`src/rtl/bsg_pipeline_share_rr_if.sv`:
```
// Handshake bundle between the requester ports and the shared pipeline.
// The slave modport is the sharing controller's view.
interface bsg_pipeline_share_rr_if #(
  parameter int unsigned num_req_p      = 4,
  parameter int unsigned max_out_p      = 4,
  parameter int unsigned width_p        = 32,
  parameter int unsigned result_width_p = 16
);
  localparam int unsigned out_w_lp = $clog2(max_out_p + 1);

  logic [num_req_p-1:0]                 req_v_i;
  logic [num_req_p-1:0][2*width_p-1:0]  req_data_i;
  logic [num_req_p-1:0]                 req_ready_and_o;
  logic                                 pipe_v_o;
  logic [2*width_p-1:0]                 pipe_data_o;
  logic                                 pipe_ready_and_i;
  logic                                 pipe_v_i;
  logic [result_width_p-1:0]            pipe_data_i;
  logic                                 pipe_ready_and_o;
  logic [num_req_p-1:0]                 resp_v_o;
  logic [result_width_p-1:0]            resp_data_o;
  logic [num_req_p-1:0]                 resp_ready_and_i;
  logic [out_w_lp-1:0]                  outstanding_o;

  modport slave (
    input  req_v_i, req_data_i, pipe_ready_and_i, pipe_v_i, pipe_data_i, resp_ready_and_i,
    output req_ready_and_o, pipe_v_o, pipe_data_o, pipe_ready_and_o, resp_v_o, resp_data_o,
           outstanding_o
  );

  modport master (
    output req_v_i, req_data_i, pipe_ready_and_i, pipe_v_i, pipe_data_i, resp_ready_and_i,
    input  req_ready_and_o, pipe_v_o, pipe_data_o, pipe_ready_and_o, resp_v_o, resp_data_o,
           outstanding_o
  );
endinterface

```
`src/rtl/bsg_pipeline_share_rr.sv`:
```
// Round-robin sharing of one in-order pipeline among num_req_p requesters.
// A tag FIFO routes results back to their issuers; a credit count caps in-flight ops.
module bsg_pipeline_share_rr #(
  parameter int unsigned num_req_p      = 4,
  parameter int unsigned max_out_p      = 4,
  parameter int unsigned width_p        = 32,
  parameter int unsigned result_width_p = 16
) (
  input  logic                    clk_i,
  input  logic                    reset_n_i,
  bsg_pipeline_share_rr_if.slave  bus
);
  localparam int unsigned lg_req_lp = $clog2(num_req_p);
  localparam int unsigned out_w_lp  = $clog2(max_out_p + 1);
  localparam int unsigned ptr_w_lp  = (max_out_p > 1) ? $clog2(max_out_p) : 1;

  logic [lg_req_lp-1:0] last_q, last_d;
  logic [out_w_lp-1:0]  out_q, out_d;
  logic [ptr_w_lp-1:0]  wr_q, wr_d, rd_q, rd_d;
  logic [lg_req_lp-1:0] tag_q [max_out_p];
  logic [lg_req_lp-1:0] tag_d [max_out_p];

  logic                 have_grant;
  logic [lg_req_lp-1:0] grant_idx, cand, head;
  logic                 credit_ok, nonempty, issue, ret, pipe_rdy;

  function automatic logic [ptr_w_lp-1:0] ptr_inc(input logic [ptr_w_lp-1:0] p);
    return (p == ptr_w_lp'(max_out_p - 1)) ? '0 : p + ptr_w_lp'(1);
  endfunction

  // First valid requester after last_q, wrapping
  always_comb begin
    have_grant = 1'b0;
    grant_idx  = '0;
    cand       = '0;
    for (int unsigned k = 1; k <= num_req_p; k++) begin
      cand = lg_req_lp'((32'(last_q) + k) % num_req_p);
      if (!have_grant && bus.req_v_i[cand]) begin
        have_grant = 1'b1;
        grant_idx  = cand;
      end
    end
  end

  always_comb begin
    credit_ok = (out_q != out_w_lp'(max_out_p));
    nonempty  = (out_q != '0);
    head      = tag_q[rd_q];
    issue     = have_grant & credit_ok & bus.pipe_ready_and_i;
    pipe_rdy  = nonempty & bus.resp_ready_and_i[head];
    ret       = bus.pipe_v_i & pipe_rdy;

    last_d = last_q;
    out_d  = out_q;
    wr_d   = wr_q;
    rd_d   = rd_q;
    tag_d  = tag_q;
    if (issue) begin
      tag_d[wr_q] = grant_idx;
      wr_d        = ptr_inc(wr_q);
      last_d      = grant_idx;
    end
    if (ret) rd_d = ptr_inc(rd_q);
    if (issue && !ret)      out_d = out_q + out_w_lp'(1);
    else if (!issue && ret) out_d = out_q - out_w_lp'(1);
  end

  // Outputs are forced to idle while reset is asserted, independent of the clock
  always_comb begin
    bus.pipe_v_o         = reset_n_i & have_grant & credit_ok;
    bus.pipe_data_o      = (reset_n_i && have_grant) ? bus.req_data_i[grant_idx] : '0;
    bus.req_ready_and_o  = '0;
    if (reset_n_i && issue) bus.req_ready_and_o[grant_idx] = 1'b1;
    bus.resp_v_o         = '0;
    if (reset_n_i && bus.pipe_v_i && nonempty) bus.resp_v_o[head] = 1'b1;
    bus.resp_data_o      = reset_n_i ? bus.pipe_data_i : '0;
    bus.pipe_ready_and_o = reset_n_i & pipe_rdy;
    bus.outstanding_o    = reset_n_i ? out_q : '0;
  end

  always_ff @(posedge clk_i or negedge reset_n_i) begin
    if (!reset_n_i) begin
      last_q <= lg_req_lp'(num_req_p - 1);
      out_q  <= '0;
      wr_q   <= '0;
      rd_q   <= '0;
      for (int i = 0; i < int'(max_out_p); i++) tag_q[i] <= '0;
    end else begin
      last_q <= last_d;
      out_q  <= out_d;
      wr_q   <= wr_d;
      rd_q   <= rd_d;
      tag_q  <= tag_d;
    end
  end

  // A result with nothing outstanding means the pipeline and this block are out of sync
  a_no_orphan_result: assert property (@(posedge clk_i) disable iff (!reset_n_i)
                                       !(bus.pipe_v_i && (out_q == '0)))
    else $error("pipe_v_i asserted with no operation outstanding");

endmodule

```
`src/flat_wrapper.sv`:
```
// flat-port wrapper written by rule: the top's interface ports become plain ports
module bsg_pipeline_share_rr_flat 
#(
  parameter int unsigned num_req_p      = 4,
  parameter int unsigned max_out_p      = 4,
  parameter int unsigned width_p        = 32,
  parameter int unsigned result_width_p = 16
)
  (clk_i, reset_n_i, bus_req_v_i, bus_req_data_i, bus_pipe_ready_and_i, bus_pipe_v_i, bus_pipe_data_i, bus_resp_ready_and_i, bus_req_ready_and_o, bus_pipe_v_o, bus_pipe_data_o, bus_pipe_ready_and_o, bus_resp_v_o, bus_resp_data_o, bus_outstanding_o);
  bsg_pipeline_share_rr_if #(.num_req_p(num_req_p), .max_out_p(max_out_p), .width_p(width_p), .result_width_p(result_width_p)) bus_i ();
  input  logic clk_i;
  input  logic reset_n_i;
  input wire logic [$bits(bus_i.req_v_i)-1:0] bus_req_v_i;
  input wire logic [$bits(bus_i.req_data_i)-1:0] bus_req_data_i;
  input wire logic [$bits(bus_i.pipe_ready_and_i)-1:0] bus_pipe_ready_and_i;
  input wire logic [$bits(bus_i.pipe_v_i)-1:0] bus_pipe_v_i;
  input wire logic [$bits(bus_i.pipe_data_i)-1:0] bus_pipe_data_i;
  input wire logic [$bits(bus_i.resp_ready_and_i)-1:0] bus_resp_ready_and_i;
  output wire logic [$bits(bus_i.req_ready_and_o)-1:0] bus_req_ready_and_o;
  output wire logic [$bits(bus_i.pipe_v_o)-1:0] bus_pipe_v_o;
  output wire logic [$bits(bus_i.pipe_data_o)-1:0] bus_pipe_data_o;
  output wire logic [$bits(bus_i.pipe_ready_and_o)-1:0] bus_pipe_ready_and_o;
  output wire logic [$bits(bus_i.resp_v_o)-1:0] bus_resp_v_o;
  output wire logic [$bits(bus_i.resp_data_o)-1:0] bus_resp_data_o;
  output wire logic [$bits(bus_i.outstanding_o)-1:0] bus_outstanding_o;
  assign bus_i.req_v_i = bus_req_v_i;
  assign bus_i.req_data_i = bus_req_data_i;
  assign bus_i.pipe_ready_and_i = bus_pipe_ready_and_i;
  assign bus_i.pipe_v_i = bus_pipe_v_i;
  assign bus_i.pipe_data_i = bus_pipe_data_i;
  assign bus_i.resp_ready_and_i = bus_resp_ready_and_i;
  assign bus_req_ready_and_o = bus_i.req_ready_and_o;
  assign bus_pipe_v_o = bus_i.pipe_v_o;
  assign bus_pipe_data_o = bus_i.pipe_data_o;
  assign bus_pipe_ready_and_o = bus_i.pipe_ready_and_o;
  assign bus_resp_v_o = bus_i.resp_v_o;
  assign bus_resp_data_o = bus_i.resp_data_o;
  assign bus_outstanding_o = bus_i.outstanding_o;
  bsg_pipeline_share_rr #(.num_req_p(num_req_p), .max_out_p(max_out_p), .width_p(width_p), .result_width_p(result_width_p)) u_core (.clk_i(clk_i), .reset_n_i(reset_n_i), .bus(bus_i));
endmodule
```
`config.mk`:
```
export PLATFORM = sky130hd
export DESIGN_NAME = bsg_pipeline_share_rr_flat
export DESIGN_NICKNAME = d
export VERILOG_FILES = /design/src/rtl/bsg_pipeline_share_rr_if.sv /design/src/rtl/bsg_pipeline_share_rr.sv /design/src/flat_wrapper.sv
export SDC_FILE = /design/constraint.sdc
export NUM_CORES = 1
export LEC_CHECK = 0
export ABC_AREA = 1
export CAP_MARGIN = 30
export CORE_AREA = 2 2 145 147
export CTS_CLUSTER_DIAMETER = 120
export DETAILED_ROUTE_END_ITERATION = 10
export DIE_AREA = 0 0 147 149
export DONT_BUFFER_PORTS = 1
export PLACE_DENSITY = 0.4
export SYNTH_ARGS = -nofsm -noshare
export SYNTH_HDL_FRONTEND = slang
export SYNTH_SLANG_ARGS = --single-unit
```
`constraint.sdc`:
```
create_clock -name clk_i -period 4.05 [get_ports clk_i]
set_clock_uncertainty 0.2 [all_clocks]
set_input_delay 0.81 -clock clk_i [delete_from_list [all_inputs] [get_ports clk_i]]
set_output_delay 0.81 -clock clk_i [all_outputs]
set_load 0.1 [all_outputs]
```
==> metrics.txt, run 1 <==
Final WS setup 205 ps; final wirelength 21500 µm; routed via count 5867; Final Max Slew Viols 0; row cnt 53; Netlist Area Pre-Place 4370 µm²; YS warnings 0; synth top area cells nand2_1 40%, nand4_1 18%, dfrtp_1 8.6%, a21oi_1 7.4%, buf_2 4.8%; WP data arrival 2840 ps; Worst Path Buf+Inv 4; residual DRC count 0; final instance area 6440 µm²; htree depth 1; slowest stage cell, crit path dfstp_2; fin nets 1183; DR iter-0 viols 375; Final Cycle Share 0.949; r2r endpoint u_core.out_q[1]; top achievable clock speed 260 MHz; CTS Buf Count 3; Avg Vias per Cell 5.02; Main synth FF type dfrtp_1; Clk pin slew, worst setup/hold paths 50 ps; ratio of cells with drive above 1 in the final layout 0.213; delay of the slowest critical-path stage 630 ps; first-pass GRT wire length 30200 µm; Post-synth EDFFs 0; Reg2Reg Launch Point u_core.last_q[0]; Placed Area 6310 µm²; Sink Count 17; R2R setup slack 990 ps; Startpoint Class flip-flop; die area 21900 µm²; # setup viols final 0; worst hold path type in2async; initial antenna violation count 3; Yosys reg bits 17; WHS 51.5 ps; grt total ovfl 0; fraction of registers with async set/reset 1.00; cell family with most CP delay simple AND/OR/NAND/NOR gates; placed wire-length estimate 16700 µm; vias in the first global route 5148; Initial Utilization 0.213; length in cells of the worst reg-to-reg path 13; Mapped Cells 872; Slew headroom 0.423; RSZ-0062 raised after global routing no; post-synthesis sequential area ratio 0.0979; Final min period 3850 ps; largest net degree at the start of global routing 94; drt pass-1 iters 5; cell mode on critical path nand2_1; drt wl/cell 18.4 µm; Ports 377; Mapped Avg Cell Area 5.01 µm²; max-cap viol count 0; port bufs 0; CTS Buffer Depth 2; Post-DRT Antenna Nets 0; Cell Chain, Critical Path buf_4 -> nand2_1 -> nand2_1 -> nand2_1 -> nand2_1 -> inv_1 -> nand3_4 -> buf_4 -> nand4_1 -> nand2_1 -> nand2_1 -> a21oi_2 -> buf_12; cts-stage hold buffer count 0; clk root buf clkbuf_16; crit path max fanout 35; Clock Latency Late Sink 250 ps; CP required 3040 ps; Crit Path Class reg2out; die height 149 µm; post-synthesis cell type count 29; Die Wd 147 µm; Post-Place Cells 1158; CP endpoint kind primary output; CTS tree done; Tightest Pin Transition 864 ps; Place WS 293 ps; area delta synth->final 47.3%; syn_nets 1163; status completed; GRT Util Overall 0.175; Synth area leader nand2_1; gpl congestion 0.837; area fraction of the dominant cell type after synthesis 0.400; Post-Layout Cell Count 1169; Core Region 20600 µm²; final hold viol count 0
-- stage by stage --
stage | setup TNS [ps] | util
floorplan | -3220 | -
global placement | 0 | 0.307
detailed placement | 0 | 0.307
CTS | 0 | 0.311
global route | 0 | 0.313
finish | 0 | 0.313
-- Yosys cell counts (4+ instances only) --
cell type and instances:
nand2_1 466, nand4_1 128, a21oi_1 65, buf_2 42, inv_1 42, clkbuf_1 19, dfrtp_1 15, nor2_1 13
nand3_1 11, nor3_1 10, o21ai_0 9, buf_6 8, buf_1 7, ha_1 6, buf_4 5, o21a_1 4
-- worst register-to-register path: stages (launching register included) --
cell and delay (ps):
dfstp_2 630, inv_4 90, nand2_1 80, nand2_1 100
nand2_1 90, nand2_1 80, nor2_4 150, nand3_4 180
nand2_2 220, inv_1 140, ha_1 200, inv_1 100
fa_1 410, mux2_2 270
-- cell usage in the layout, fill, tap and decap left out, types with 6 or more instances in the layout --
cell	instances
ha_1	6
nor2_1	12
dfrtp_1	15
o21ai_0	8
nand3_1	11
clkbuf_16	7
inv_1	42
a21oi_2	64
buf_4	16
nand2_1	464
buf_12	74
nand4_1	128
-- cell type report --
class	instances	area [µm²]
flip-flops and latches	17	428
multi-input cells	728	3680
diodes	3	7.51
inverters	46	175
fillers	2309	14100
well taps	275	344
clock inverters	1	5.00
clock buffers	3	75.1
repair buffers	96	1720
-- registers in the layout (all words and copies together) (netlist names) --
name	cells
u_core.tag_q	8
u_core.out_q	3
u_core.last_q	2
u_core.rd_q	2
u_core.wr_q	2
-- routing by layer --
metal	global-route usage	routed length [µm]
met1	0.213	8510
met3	0.0312	1560
met4	0.0510	561
met2	0.316	10800
met5	0	0
-- how the worst max path moves through the flow --
stage	startpoint	endpoint	cells past startpoint
2_1_floorplan	bus_req_v_i[2]	bus_req_ready_and_o[0]	12
3_3_place_gp	bus_req_v_i[0]	bus_pipe_data_o[56]	13
3_5_place_dp	bus_req_v_i[3]	bus_pipe_data_o[51]	11
4_1_cts	u_core.last_q[0]	bus_pipe_data_o[51]	12
5_1_grt	u_core.last_q[0]	bus_pipe_data_o[54]	14
6_report	u_core.last_q[0]	bus_pipe_data_o[54]	13
-- kinds of logic after synthesis --
family / after synthesis / synth area share
multiplexers: 1 / 0.00258
buffers and inverters: 127 / 0.140
adder cells (fa/ha/maj): 7 / 0.0218
AO/OA/AOI/OAI: 82 / 0.0996
flip-flops: 17 / 0.0979
XOR/XNOR: 2 / 0.00401
AND/OR/NAND/NOR: 636 / 0.634
-- timing repair --
action                                  in CTS  in global routing
buffers inserted                             0                  4
endpoints found under the setup margin       0                 56
resized for setup                            0                  3
Power of run 1 is left out: the tool's default activity adds up to more than one toggle a clock period on the data nets, which glitch-free logic cannot reach.
==> run 2, diff against run 1 <==
--- a/config.mk
+++ b/config.mk
@@ -12,7 +12,7 @@
 export DETAILED_ROUTE_END_ITERATION = 10
 export DIE_AREA = 0 0 147 149
 export DONT_BUFFER_PORTS = 1
-export PLACE_DENSITY = 0.4
+export PLACE_DENSITY = 0.43
 export SYNTH_ARGS = -nofsm -noshare
 export SYNTH_HDL_FRONTEND = slang
 export SYNTH_SLANG_ARGS = --single-unit
==> run 2 against run 1 <==
Wire length decreased by 0.71%; maximum frequency down 0.19%; flip-flop and latch count unchanged; critical path depth grew 1; hold slack better by 4.2 ps; sequential share of layout area is essentially flat; via count grew 0.60%; die area did not move; utilization shrank 0.091 points; cell count fell by 0.43%; critical endpoint is now bus_pipe_data_o[51].
==> metrics.txt, run 2 (synthesis results as in run 1) <==
Clk pin slew, worst setup/hold paths 50 ps (about the same); Crit Path Class reg2out; gpl congestion 0.817 (-2.4%); WHS 55.7 ps (+4.21 ps); WP data arrival 2840 ps (about the same); RSZ-0062 raised after global routing no; placed wire-length estimate 16000 µm (-3.9%); fin nets 1180 (-0.25%); Core Region 20600 µm² (unchanged); htree depth 1 (unchanged); # setup viols final 0 (unchanged); most common cell after layout, fill and taps aside nand2_1; final hold viol count 0 (unchanged); die height 149 µm (unchanged); Post-DRT Antenna Nets 0 (unchanged); drt wl/cell 18.3 µm (-0.28%); clk root buf clkbuf_16; max-cap viol count 0 (unchanged); initial antenna violation count 1 (-2); worst hold path type in2async; CTS tree done; vias in the first global route 5128 (-0.39%); Sink Count 17 (unchanged); die area 21900 µm² (unchanged); Final min period 3850 ps (+7.29 ps); most frequent cells in the layout 464 x nand2_1, 128 x nand4_1, 70 x buf_12; Clock Latency Late Sink 250 ps (about the same); residual DRC count 0 (unchanged); Slew headroom 0.399 (-0.0238); status completed; CTS Buf Count 3 (unchanged); GRT Util Overall 0.169 (-0.00641); Final Cycle Share 0.951 (+0.00180); Die Wd 147 µm (unchanged); first-pass GRT wire length 29600 µm (-2.0%); drt pass-1 iters 5 (unchanged); Largest Register u_core.tag_q; top achievable clock speed 260 MHz (-0.19%); area delta synth->final 46.8%; routed via count 5902 (+0.60%); CTS Buffer Depth 2 (unchanged); ratio of cells with drive above 1 in the final layout 0.209 (-0.00378); grt total ovfl 0 (unchanged); row cnt 53 (unchanged); CP required 3040 ps (about the same); Layout Utilization 0.312 (-0.000913); cts-stage hold buffer count 0 (unchanged); Regs by FF count u_core.tag_q x8, u_core.out_q x3; CP endpoint kind primary output; max reg flops 8 (unchanged); final wirelength 21300 µm (-0.71%); largest net degree at the start of global routing 105 (+12%); port bufs 0 (unchanged); Startpoint Class flip-flop; Final Max Slew Viols 0 (unchanged); Initial Utilization 0.213 (unchanged); Tightest Pin Transition 900 ps (+35.7 ps); Avg Vias per Cell 5.07 (+1.0%); DR iter-0 viols 296 (-21%); crit path max fanout 66 (+89%); Ports 377 (unchanged)
[run 2: repair_timing]
action                     in CTS  in global routing
setup endpoints to repair       0                 23
buffers inserted                0                  1
resized for setup               0                  4
[run 2: cell type report]
type | instances | area (µm²)
Fill cell | 2279 | 14100
Multi-Input combinational cell | 728 | 3680
Timing Repair Buffer | 93 | 1710
Sequential cell | 17 | 428
Tap cell | 275 | 344
Inverter | 46 | 175
Clock buffer | 4 | 78.8
Antenna cell | 1 | 2.50
[run 2: stage by stage]
stage / instances / setup TNS (ps) / area [µm²] / worst slack [ps]
global placement: 1157 / 0 / 6280 / 265
global route: 1164 / 0 / 6420 / 9.16
detailed placement: 1157 / 0 / 6280 / 292
finish: 1164 / 0 / 6420 / 198
floorplan: 872 / -3220 / 4620 / -832
CTS: 1161 / 0 / 6360 / 74.4
[run 2: worst max-delay path, cell delays in order, from the launching register on]
cell and delay (ps):
dfstp_2 640, inv_4 90, nand2_1 60, nand2_1 90, nand2_1 100, nand2_2 80, inv_1 110, nand2_1 100
nand2_4 120, buf_16 250, nand4_1 290, nand2_1 160, nand2_1 70, a21oi_2 200, buf_12 200
[run 2: worst paths after layout]
path                                  start                  end  slack, ps  depth (start not counted)
max in group asynchronous         reset_n_i     u_core.last_q[0]       3420                          0
min                               reset_n_i      u_core.out_q[0]         60                          0
max reg2reg                u_core.last_q[0]      u_core.out_q[1]        990                         12
min reg2reg                 u_core.tag_q[2]      u_core.tag_q[2]        300                          1
min in group clk_i          u_core.tag_q[2]      u_core.tag_q[2]        300                          1
max                        u_core.last_q[0]  bus_pipe_data_o[51]        200                         14
[run 2: layer usage]
| metal | routed length [µm] | GRT usage | up-vias |
|---|---|---|---|
| li1 | - | - | 2902 |
| met1 | 8690 | 0.213 | 2669 |
| met2 | 10800 | 0.305 | 309 |
| met3 | 1470 | 0.0235 | 22 |
| met4 | 395 | 0.0375 | 0 |
| met5 | 0 | 0 | - |
Power of run 2 is left out for the same reason.
